`src/rtl/riscv_pkg.sv`:
```
// ============================================================================
// Module : riscv_pkg
// Brief  : Shared constants, field positions and fetch FSM encoding for the
//          5-stage RISC-V core front end.
// Rev    : 1.0  initial release
// ============================================================================
`default_nettype none

package riscv_pkg;

  localparam int INSTR_W = 32;

  // addi x0,x0,0 : architectural no-op used as the pipeline bubble
  localparam logic [INSTR_W-1:0] NOP_INSTR = 32'h0000_0013;

  // Source-register field positions in the base RV32 encoding
  localparam int RS1_MSB = 19;
  localparam int RS1_LSB = 15;
  localparam int RS2_MSB = 24;
  localparam int RS2_LSB = 20;

  typedef enum logic [0:0] {
    S_BOOT = 1'b0,
    S_RUN  = 1'b1
  } fetch_state_t;

  function automatic logic [4:0] rs1_of(input logic [INSTR_W-1:0] instr);
    return instr[RS1_MSB:RS1_LSB];
  endfunction

  function automatic logic [4:0] rs2_of(input logic [INSTR_W-1:0] instr);
    return instr[RS2_MSB:RS2_LSB];
  endfunction

endpackage

`default_nettype wire

```
`src/rtl/pc_reg.sv`:
```
// ============================================================================
// Module : pc_reg
// Brief  : Program counter register with reset, load (redirect), hold and
//          +4 increment. Priority: reset > load > increment > hold.
// Rev    : 1.0  initial release
// ============================================================================
`default_nettype none

module pc_reg #(
  parameter int              PC_W     = 32,
  parameter logic [PC_W-1:0] RESET_PC = '0
) (
  input  logic            clk,
  input  logic            reset,
  input  logic            i_load,
  input  logic [PC_W-1:0] i_load_val,
  input  logic            i_inc,
  output logic [PC_W-1:0] o_pc
);

  logic [PC_W-1:0] r_pc;

  // PC update; the +4 wraps naturally at 2^PC_W
  always_ff @(posedge clk) begin
    if (reset) begin
      r_pc <= RESET_PC;
    end else if (i_load) begin
      r_pc <= i_load_val;
    end else if (i_inc) begin
      r_pc <= r_pc + PC_W'(4);
    end
  end

  assign o_pc = r_pc;

endmodule

`default_nettype wire

```
`src/rtl/fetch_stage.sv`:
```
// ============================================================================
// Module : fetch_stage
// Brief  : IF stage plus IF/ID pipeline register. Holds the PC, drives the
//          instruction-memory address, captures the fetched word into IF/ID,
//          honours load-use stall and flushes on a taken branch.
//          Optional macro FETCH_PERF_CNT_EN adds stall/flush cycle counters.
// Rev    : 1.0  initial release
// ============================================================================
`default_nettype none

module fetch_stage #(
  parameter int                            PC_W      = 32,
  parameter logic [PC_W-1:0]               RESET_PC  = '0,
  parameter logic [riscv_pkg::INSTR_W-1:0] NOP_INSTR = riscv_pkg::NOP_INSTR
) (
  input  logic                          clk,
  input  logic                          reset,
  input  logic                          stall,
  input  logic                          branch_taken,
  input  logic [PC_W-1:0]               branch_target,
  output logic [PC_W-1:0]               imem_addr,
  input  logic [riscv_pkg::INSTR_W-1:0] imem_rdata,
  output logic [PC_W-1:0]               IF_ID_pc,
  output logic [riscv_pkg::INSTR_W-1:0] IF_ID_instr,
  output logic                          IF_ID_valid,
  output logic [4:0]                    IF_ID_RS1,
  output logic [4:0]                    IF_ID_RS2,
  output logic                          target_misalign
`ifdef FETCH_PERF_CNT_EN
  ,
  output logic [31:0]                   stall_cycles,
  output logic [31:0]                   flush_cycles
`endif
);

  import riscv_pkg::*;

  fetch_state_t r_state;
  fetch_state_t w_state_nxt;

  logic                w_pc_load;
  logic                w_pc_inc;
  logic                w_ifid_flush;
  logic                w_ifid_load;
  logic                w_misalign_nxt;
  logic [PC_W-1:0]     w_pc;
  logic [PC_W-1:0]     w_target_aligned;

  logic [PC_W-1:0]     r_ifid_pc;
  logic [INSTR_W-1:0]  r_ifid_instr;
  logic                r_ifid_valid;
  logic                r_misalign;

  // Redirects always land on a word boundary; low bits only feed the flag
  assign w_target_aligned = {branch_target[PC_W-1:2], 2'b00};

  pc_reg #(
    .PC_W     (PC_W),
    .RESET_PC (RESET_PC)
  ) u_pc_reg (
    .clk        (clk),
    .reset      (reset),
    .i_load     (w_pc_load),
    .i_load_val (w_target_aligned),
    .i_inc      (w_pc_inc),
    .o_pc       (w_pc)
  );

  // FSM state register
  always_ff @(posedge clk) begin
    if (reset) begin
      r_state <= S_BOOT;
    end else begin
      r_state <= w_state_nxt;
    end
  end

  // Next state and per-cycle control; branch beats stall because the EX
  // instruction is older than the load-use pair being stalled
  always_comb begin
    w_state_nxt    = r_state;
    w_pc_load      = 1'b0;
    w_pc_inc       = 1'b0;
    w_ifid_flush   = 1'b0;
    w_ifid_load    = 1'b0;
    w_misalign_nxt = 1'b0;
    case (r_state)
      S_BOOT: begin
        // one settling cycle for imem: PC and IF/ID hold
        w_state_nxt = S_RUN;
      end
      S_RUN: begin
        if (branch_taken) begin
          w_pc_load      = 1'b1;
          w_ifid_flush   = 1'b1;
          w_misalign_nxt = |branch_target[1:0];
        end else if (!stall) begin
          w_pc_inc    = 1'b1;
          w_ifid_load = 1'b1;
        end
      end
      default: begin
        w_state_nxt = S_BOOT;
      end
    endcase
  end

  // IF/ID pipeline register and the registered misalignment pulse
  always_ff @(posedge clk) begin
    if (reset) begin
      r_ifid_pc    <= '0;
      r_ifid_instr <= NOP_INSTR;
      r_ifid_valid <= 1'b0;
      r_misalign   <= 1'b0;
    end else begin
      r_misalign <= w_misalign_nxt;
      if (w_ifid_flush) begin
        r_ifid_instr <= NOP_INSTR;
        r_ifid_valid <= 1'b0;
      end else if (w_ifid_load) begin
        r_ifid_pc    <= w_pc;
        r_ifid_instr <= imem_rdata;
        r_ifid_valid <= 1'b1;
      end
    end
  end

  assign imem_addr       = w_pc;
  assign IF_ID_pc        = r_ifid_pc;
  assign IF_ID_instr     = r_ifid_instr;
  assign IF_ID_valid     = r_ifid_valid;
  assign target_misalign = r_misalign;

  // Bubbles must never look like a real source register to the hazard unit
  assign IF_ID_RS1 = r_ifid_valid ? rs1_of(r_ifid_instr) : 5'd0;
  assign IF_ID_RS2 = r_ifid_valid ? rs2_of(r_ifid_instr) : 5'd0;

`ifdef FETCH_PERF_CNT_EN
  logic [31:0] r_stall_cnt;
  logic [31:0] r_flush_cnt;

  // Saturating stall/flush cycle counters, active only while running
  always_ff @(posedge clk) begin
    if (reset) begin
      r_stall_cnt <= '0;
      r_flush_cnt <= '0;
    end else if (r_state == S_RUN) begin
      if (stall && !branch_taken && (r_stall_cnt != 32'hFFFF_FFFF)) begin
        r_stall_cnt <= r_stall_cnt + 32'd1;
      end
      if (branch_taken && (r_flush_cnt != 32'hFFFF_FFFF)) begin
        r_flush_cnt <= r_flush_cnt + 32'd1;
      end
    end
  end

  assign stall_cycles = r_stall_cnt;
  assign flush_cycles = r_flush_cnt;
`endif

endmodule

`default_nettype wire

```
`config.mk`:
```
export PLATFORM = sky130hd
export DESIGN_NAME = fetch_stage
export DESIGN_NICKNAME = d
export VERILOG_FILES = /design/src/rtl/riscv_pkg.sv /design/src/rtl/pc_reg.sv /design/src/rtl/fetch_stage.sv
export SDC_FILE = /design/constraint.sdc
export NUM_CORES = 1
export LEC_CHECK = 0
export ABC_AREA = 1
export CAP_MARGIN = 20
export CORE_UTILIZATION = 40
export DETAILED_ROUTE_END_ITERATION = 12
export GPL_ROUTABILITY_DRIVEN = 0
export PLACE_DENSITY = 0.81
export SLEW_MARGIN = 20
export SYNTH_ARGS = -nofsm -noshare
export SYNTH_HDL_FRONTEND = slang
export SYNTH_HIERARCHICAL = 1
export SYNTH_SLANG_ARGS = --single-unit
```
`constraint.sdc`:
```
create_clock -name clk -period 2.2 [get_ports clk]
set_input_delay 0.44 -clock clk [delete_from_list [all_inputs] [get_ports clk]]
set_output_delay 0.44 -clock clk [all_outputs]
set_load 0.005 [all_outputs]
```
==> metrics, run 1 <==
CP Buf/Inv Count=2; fraction of layout cells with a size suffix above 1=5.43%; initial antenna violation count=0; post-route cell area=0.00727 sq mm; Seq/Total Area, Yosys=39.0%; main combinational cell family by area after synthesis=simple AND/OR/NAND/NOR gates; endpoints failing setup=0; status=finished clean; Die Y=115 um; final hold viol count=0; Final HPWL DP=10200 um; TritonCTS clock tree=built; CP Data Arrival Time=1640 ps; drt first pass iters=5; Core Box Area=0.0122 sq mm; critical path, cell by cell=nand2_1 > inv_1 > clkdlybuf4s50_1; xor and xnor area share after synthesis=1.03%; DRC viols=0; Fmax=481 MHz; first-pass GRT wire length=23000 um; unrepaired setup endpoints after global routing=no; Die W=115 um; Layout Area Growth over Synthesis=43.1%; slew at the pin closest to its max-slew limit=523 ps; slowest CP cell=dfxtp_1; DRT Wirelength=14500 um; Mapped Cells=779; GRT overflow=0; Synth Area per Inst=6.52 sq um; Final Util=59.5%; Slew HR=65.1%; CTS sink count=99; Synth Area in Adders=0.246%; die area=0.0132 sq mm; # IOs=176; post-DR wirelength/cell=13.1 um; Syn. warnings=6; cts hold-fix bufs=0; crit-path max FO=12; Max Cap Viol=0; setup_tns=0 ps; max-slew violation count=0; Setup WS pre-CTS=143 ps; diodes inserted=0; mux contribution to synthesized area=0%; CP top delay family=flip-flops; # nets final=1003; CTS Buf Count=9; Leak=2.89 nW; CTS resizes=0; CTS H-tree depth=3; Worst EP required=1760 ps; Port-buffer cells=175; final worst slack=120 ps; worst skew pair latency=340 ps; clk slew on worst S/H paths=70 ps; CTS Buffer Depth=2; 1st-iter DRT viols=462; pin count of the biggest net entering global routing=126; fin crit period=2080 ps; Synth Area in Compound Gates=13.2%; CTS Root Cell=clkbuf_16; Total GRT Usage=21.9%; vias post-DR=5333; initial core utilization=41.6%; Site Rows=40; WS Path Type=flop to primary output; Setup crit end kind=primary output; Placed Area=0.00699 sq mm; part of the cycle the worst path needs=94.5%; Worst Skew=6.76 ps; DR vias/cell=4.82; synth unique cells=30; Hold Path Class=flop to flop; vias in the first global route=4646; Critical Path Max Stage Delay=590 ps; Worst VDD drop=330 uV; antenna viol nets, final=0; Power Density=570 mW/mm^2; Synth Area in Simple Gates=34.6%; number of setup buffers added after CTS=0; flops & latches, synth=99; Synth Cell Area=0.00508 sq mm; crit start category=flop
## synthesized netlist by cell type
cell | n | area share [%]
inv_2 | 1 | 0.074
clkinv_1 | 1 | 0.074
buf_2 | 14 | 1.4
o21ai_0 | 8 | 0.79
inv_1 | 103 | 7.6
o21bai_1 | 2 | 0.30
a22oi_1 | 20 | 3.0
a21oi_1 | 85 | 8.4
nand2_1 | 173 | 13
or2_2 | 1 | 0.12
ha_1 | 1 | 0.25
xor2_1 | 5 | 0.86
buf_1 | 1 | 0.074
nor2_4 | 9 | 2.0
clkbuf_1 | 24 | 1.8
nand2_2 | 4 | 0.49
buf_4 | 6 | 0.89
nand2_4 | 2 | 0.44
nand3_1 | 102 | 10
xnor2_1 | 1 | 0.17
conb_1 | 1 | 0.074
o211ai_1 | 1 | 0.15
nor2_1 | 97 | 7.2
nand3b_1 | 1 | 0.15
nor2_2 | 5 | 0.62
and2_1 | 3 | 0.37
dfxtp_1 | 99 | 39
a31oi_1 | 5 | 0.62
or2_1 | 2 | 0.25
nor3_1 | 2 | 0.20
## per-layer routing
metal,GRT usage [%],part of all wire (%),vias to the layer above
li1,-,-,2768
met1,29.5,46,2362
met2,35.7,46,187
met3,3.65,6.6,16
met4,7.10,1.4,0
met5,0,0,-
## final timing paths
path | from | end | slack (ps) | depth (start not counted)
setup / recovery | IF_ID_valid$_SDFFE_PP0P_ | IF_ID_RS2[3] | 120 | 3
hold / removal | IF_ID_instr[0]$_SDFFE_PP1P_ | IF_ID_instr[0]$_SDFFE_PP1P_ | 460 | 2
setup reg to reg | u_pc_reg/o_pc[3]$_SDFFE_PP0N_ | u_pc_reg/o_pc[16]$_SDFFE_PP0N_ | 550 | 9
hold reg to reg | IF_ID_instr[0]$_SDFFE_PP1P_ | IF_ID_instr[0]$_SDFFE_PP1P_ | 460 | 2
## cells in the final DEF, fill, tap and decap left out, drive strengths merged
cell / instances
a21oi: 85
a22oi: 20
a31oi: 5
and2: 3
buf: 13
clkbuf: 12
clkdlybuf4s50: 175
clkinv: 3
clkinvlp: 2
conb: 2
dfxtp: 99
ha: 1
inv: 104
nand2: 179
nand3: 102
nand3b: 1
nor2: 111
nor3: 2
o211ai: 1
o21ai: 8
o21bai: 2
or2: 3
xnor2: 1
xor2: 5
## state kept, by name (all words and copies together) (netlist names)
name / count
IF_ID_instr: 32
IF_ID_pc: 32
IF_ID_valid: 1
r_state: 1
target_misalign: 1
u_pc_reg/o_pc: 32
## stage by stage
step / std cells / hold WS [ps] / total power, mW
after floorplan: 780 / 453 / 2.31
after CTS: 1107 / 465 / 4.19
after detailed placement: 1091 / 449 / 2.68
after global placement: 1091 / 439 / 2.68
final: 1107 / 461 / 4.14
after global routing: 1107 / 497 / 4.34
## logic make-up (layout without fill, tap and decap cells)
kind of cell,Yosys count,after routing
AOI/OAI and AO/OA,121,121
xor gates and xnor gates,6,6
adders and majority gates,1,1
buffers and inverters,150,309
DFF,99,99
other,1,2
and+or+nand+nor,401,401
## final cells by class
cell class                 instances  area (sq um)
clock buffer                      12           256
fill                            1166          4940
multi-input combinational        531          2500
tap                              168           210
sequential                        99          1990
timing repair buffer             188          1900
clock inverter                     4          25.0
inverter                         105           394
## tightest hold or removal path, cell delays in order, from the launching register on
cell	delay (ps)
dfxtp_1	330
nand2_1	50
nand3_1	50
## where the power goes
part           internal [mW]  switching, mW
Combinational          0.373          0.306
Clock                  0.826          0.672
Sequential              1.88         0.0897
Total                   3.07           1.07
No activity file was read; power rests on OpenSTA's default activity.
==> inputs of run 2 (changes only) <==
--- a/config.mk
+++ b/config.mk
@@ -7,10 +7,11 @@
 export LEC_CHECK = 0
 export ABC_AREA = 1
 export CAP_MARGIN = 20
-export CORE_UTILIZATION = 40
+export CORE_UTILIZATION = 30
 export DETAILED_ROUTE_END_ITERATION = 12
 export GPL_ROUTABILITY_DRIVEN = 0
-export PLACE_DENSITY = 0.81
+export MAX_ROUTING_LAYER = met4
+export PLACE_DENSITY = 0.66
 export SLEW_MARGIN = 20
 export SYNTH_ARGS = -nofsm -noshare
 export SYNTH_HDL_FRONTEND = slang
==> metrics, run 2 (synthesized netlist as in run 1, its figures left out) <==
status=finished clean; Critical Path Max Stage Delay=580 ps (about the same); crit-path max FO=7 (-5); hold path cells=2 (unchanged); DRT Wirelength=15600 um (+8.0%); initial core utilization=30.6% (-11 points); cts hold-fix bufs=0 (unchanged); antenna viol nets, final=0 (unchanged); CP Buf/Inv Count=1 (-1); fraction of layout cells with a size suffix above 1=6.04% (+0.61 points); diodes inserted=0 (unchanged); placed cells=1148 (+5.2%); Layout Area Growth over Synthesis=45.7%; final worst slack=287 ps (+166 ps); max-slew violation count=0 (unchanged); CTS sink count=99 (unchanged); # nets final=1008 (+0.50%); DRC viols=0 (unchanged); drt first pass iters=5 (unchanged); Hold Crit Start=IF_ID_instr[0]$_SDFFE_PP1P_; CTS H-tree depth=3 (unchanged); Core Box Area=0.0166 sq mm (+36%); Crit path depth=1 (-2); vias in the first global route=4820 (+3.7%); Hold Path Class=flop to flop; Fmax=523 MHz (+8.7%); WL met3=975 um (+1.9%); Setup WS pre-CTS=230 ps (+86.9 ps); pin count of the biggest net entering global routing=76 (-40%); vias post-DR=5342 (+0.17%); part of the cycle the worst path needs=87.0% (-7.6 points); commonest non-fill, non-tap cell in the layout=clkdlybuf4s50_1; number of setup buffers added after CTS=0 (unchanged); WL met2=7080 um (+6.3%); first-pass GRT wire length=25400 um (+11%); CP Data Arrival Time=1470 ps (-170 ps); reg-to-reg startpoint=u_pc_reg/o_pc[2]$_SDFFE_PP0N_; crit start category=flop; Die Y=132 um (+15%); Top Metal Used=met4; Slew HR=50.4% (-15 points); Final HPWL DP=11200 um (+9.5%); Port-buffer cells=175 (unchanged); final hold viol count=0 (unchanged); Worst VDD drop=450 uV (+36%); critical path, cell by cell=clkdlybuf4s50_1; Power Density=601 mW/mm^2 (+5.5%); CTS Root Cell=clkbuf_16; die area=0.0175 sq mm (+33%); CTS Buf Count=9 (unchanged); TritonCTS clock tree=built; Site Rows=47 (+18%); unrepaired setup endpoints after global routing=no; post-DR wirelength/cell=13.4 um (+2.7%); fin cells=1164 (+5.1%); M1 wire length=7320 um (+10%); Setup crit end kind=primary output; Final Util=44.7% (-15 points); Total GRT Usage=18.6% (-3.3 points); Worst Skew=5.56 ps (-1.21 ps); slew at the pin closest to its max-slew limit=744 ps (+221 ps); setup_tns=0 ps (unchanged); Die W=132 um (+15%); worst skew pair latency=350 ps (about the same); Leak=2.94 nW (+1.8%); Reg2Reg Depth=9 (unchanged); CTS Buffer Depth=2 (unchanged); clk slew on worst S/H paths=70 ps (about the same); WS Path Type=flop to primary output; 1st-iter DRT viols=244 (-47%); initial antenna violation count=0 (unchanged); Worst Setup SP=u_pc_reg/o_pc[19]$_SDFFE_PP0N_; # IOs=176 (unchanged); GRT overflow=0 (unchanged); DR vias/cell=4.59 (-4.7%); endpoints failing setup=0 (unchanged); slowest CP cell=clkdlybuf4s50_1; Max Cap Viol=0 (unchanged); Worst EP required=1760 ps (about the same); CP top delay family=buffers and inverters; fin crit period=1910 ps (-166 ps); most frequent cells in the layout=clkdlybuf4s50_1 (175), nand2_1 (173), inv_1 (103)
[run 2: path summary, 6_finish.rpt]
kind / end / slack, ps
setup / recovery: imem_addr[19] / 290
hold reg to reg: IF_ID_instr[0]$_SDFFE_PP1P_ / 460
setup reg to reg: u_pc_reg/o_pc[16]$_SDFFE_PP0N_ / 570
hold / removal: IF_ID_instr[0]$_SDFFE_PP1P_ / 460
[run 2: power breakdown]
group | switching (mW) | internal (mW)
clock | 0.705 | 1.09
sequential | 0.0895 | 1.88
combinational | 0.313 | 0.374
[run 2: cell type report]
cell class	instances	area, sq um
fillers	1712	9180
multi-input cells	531	2500
flip-flops and latches	99	1990
repair buffers	193	1910
inverters	105	394
well taps	220	275
clock buffers	12	268
clock inverters	4	70.1
[run 2: metal layers]
layer	track usage [%]	vias up
met4	6.07	0
li1	-	2779
met5	-	-
met1	24.9	2353
met3	3.15	18
met2	28.4	192
[run 2: repair_timing]
item                       CTS  global route
hold endpoints to repair     0             0
gates resized for setup      0             1
setup endpoints to repair    0             4
[run 2: per-stage QoR]
step	instance area [sq um]	hold WS [ps]	power [mW]
after global routing	7410	510	4.67
final	7410	462	4.45
after floorplan	5090	453	2.31
after detailed placement	7070	449	2.69
after global placement	7070	440	2.69
after CTS	7410	466	4.51
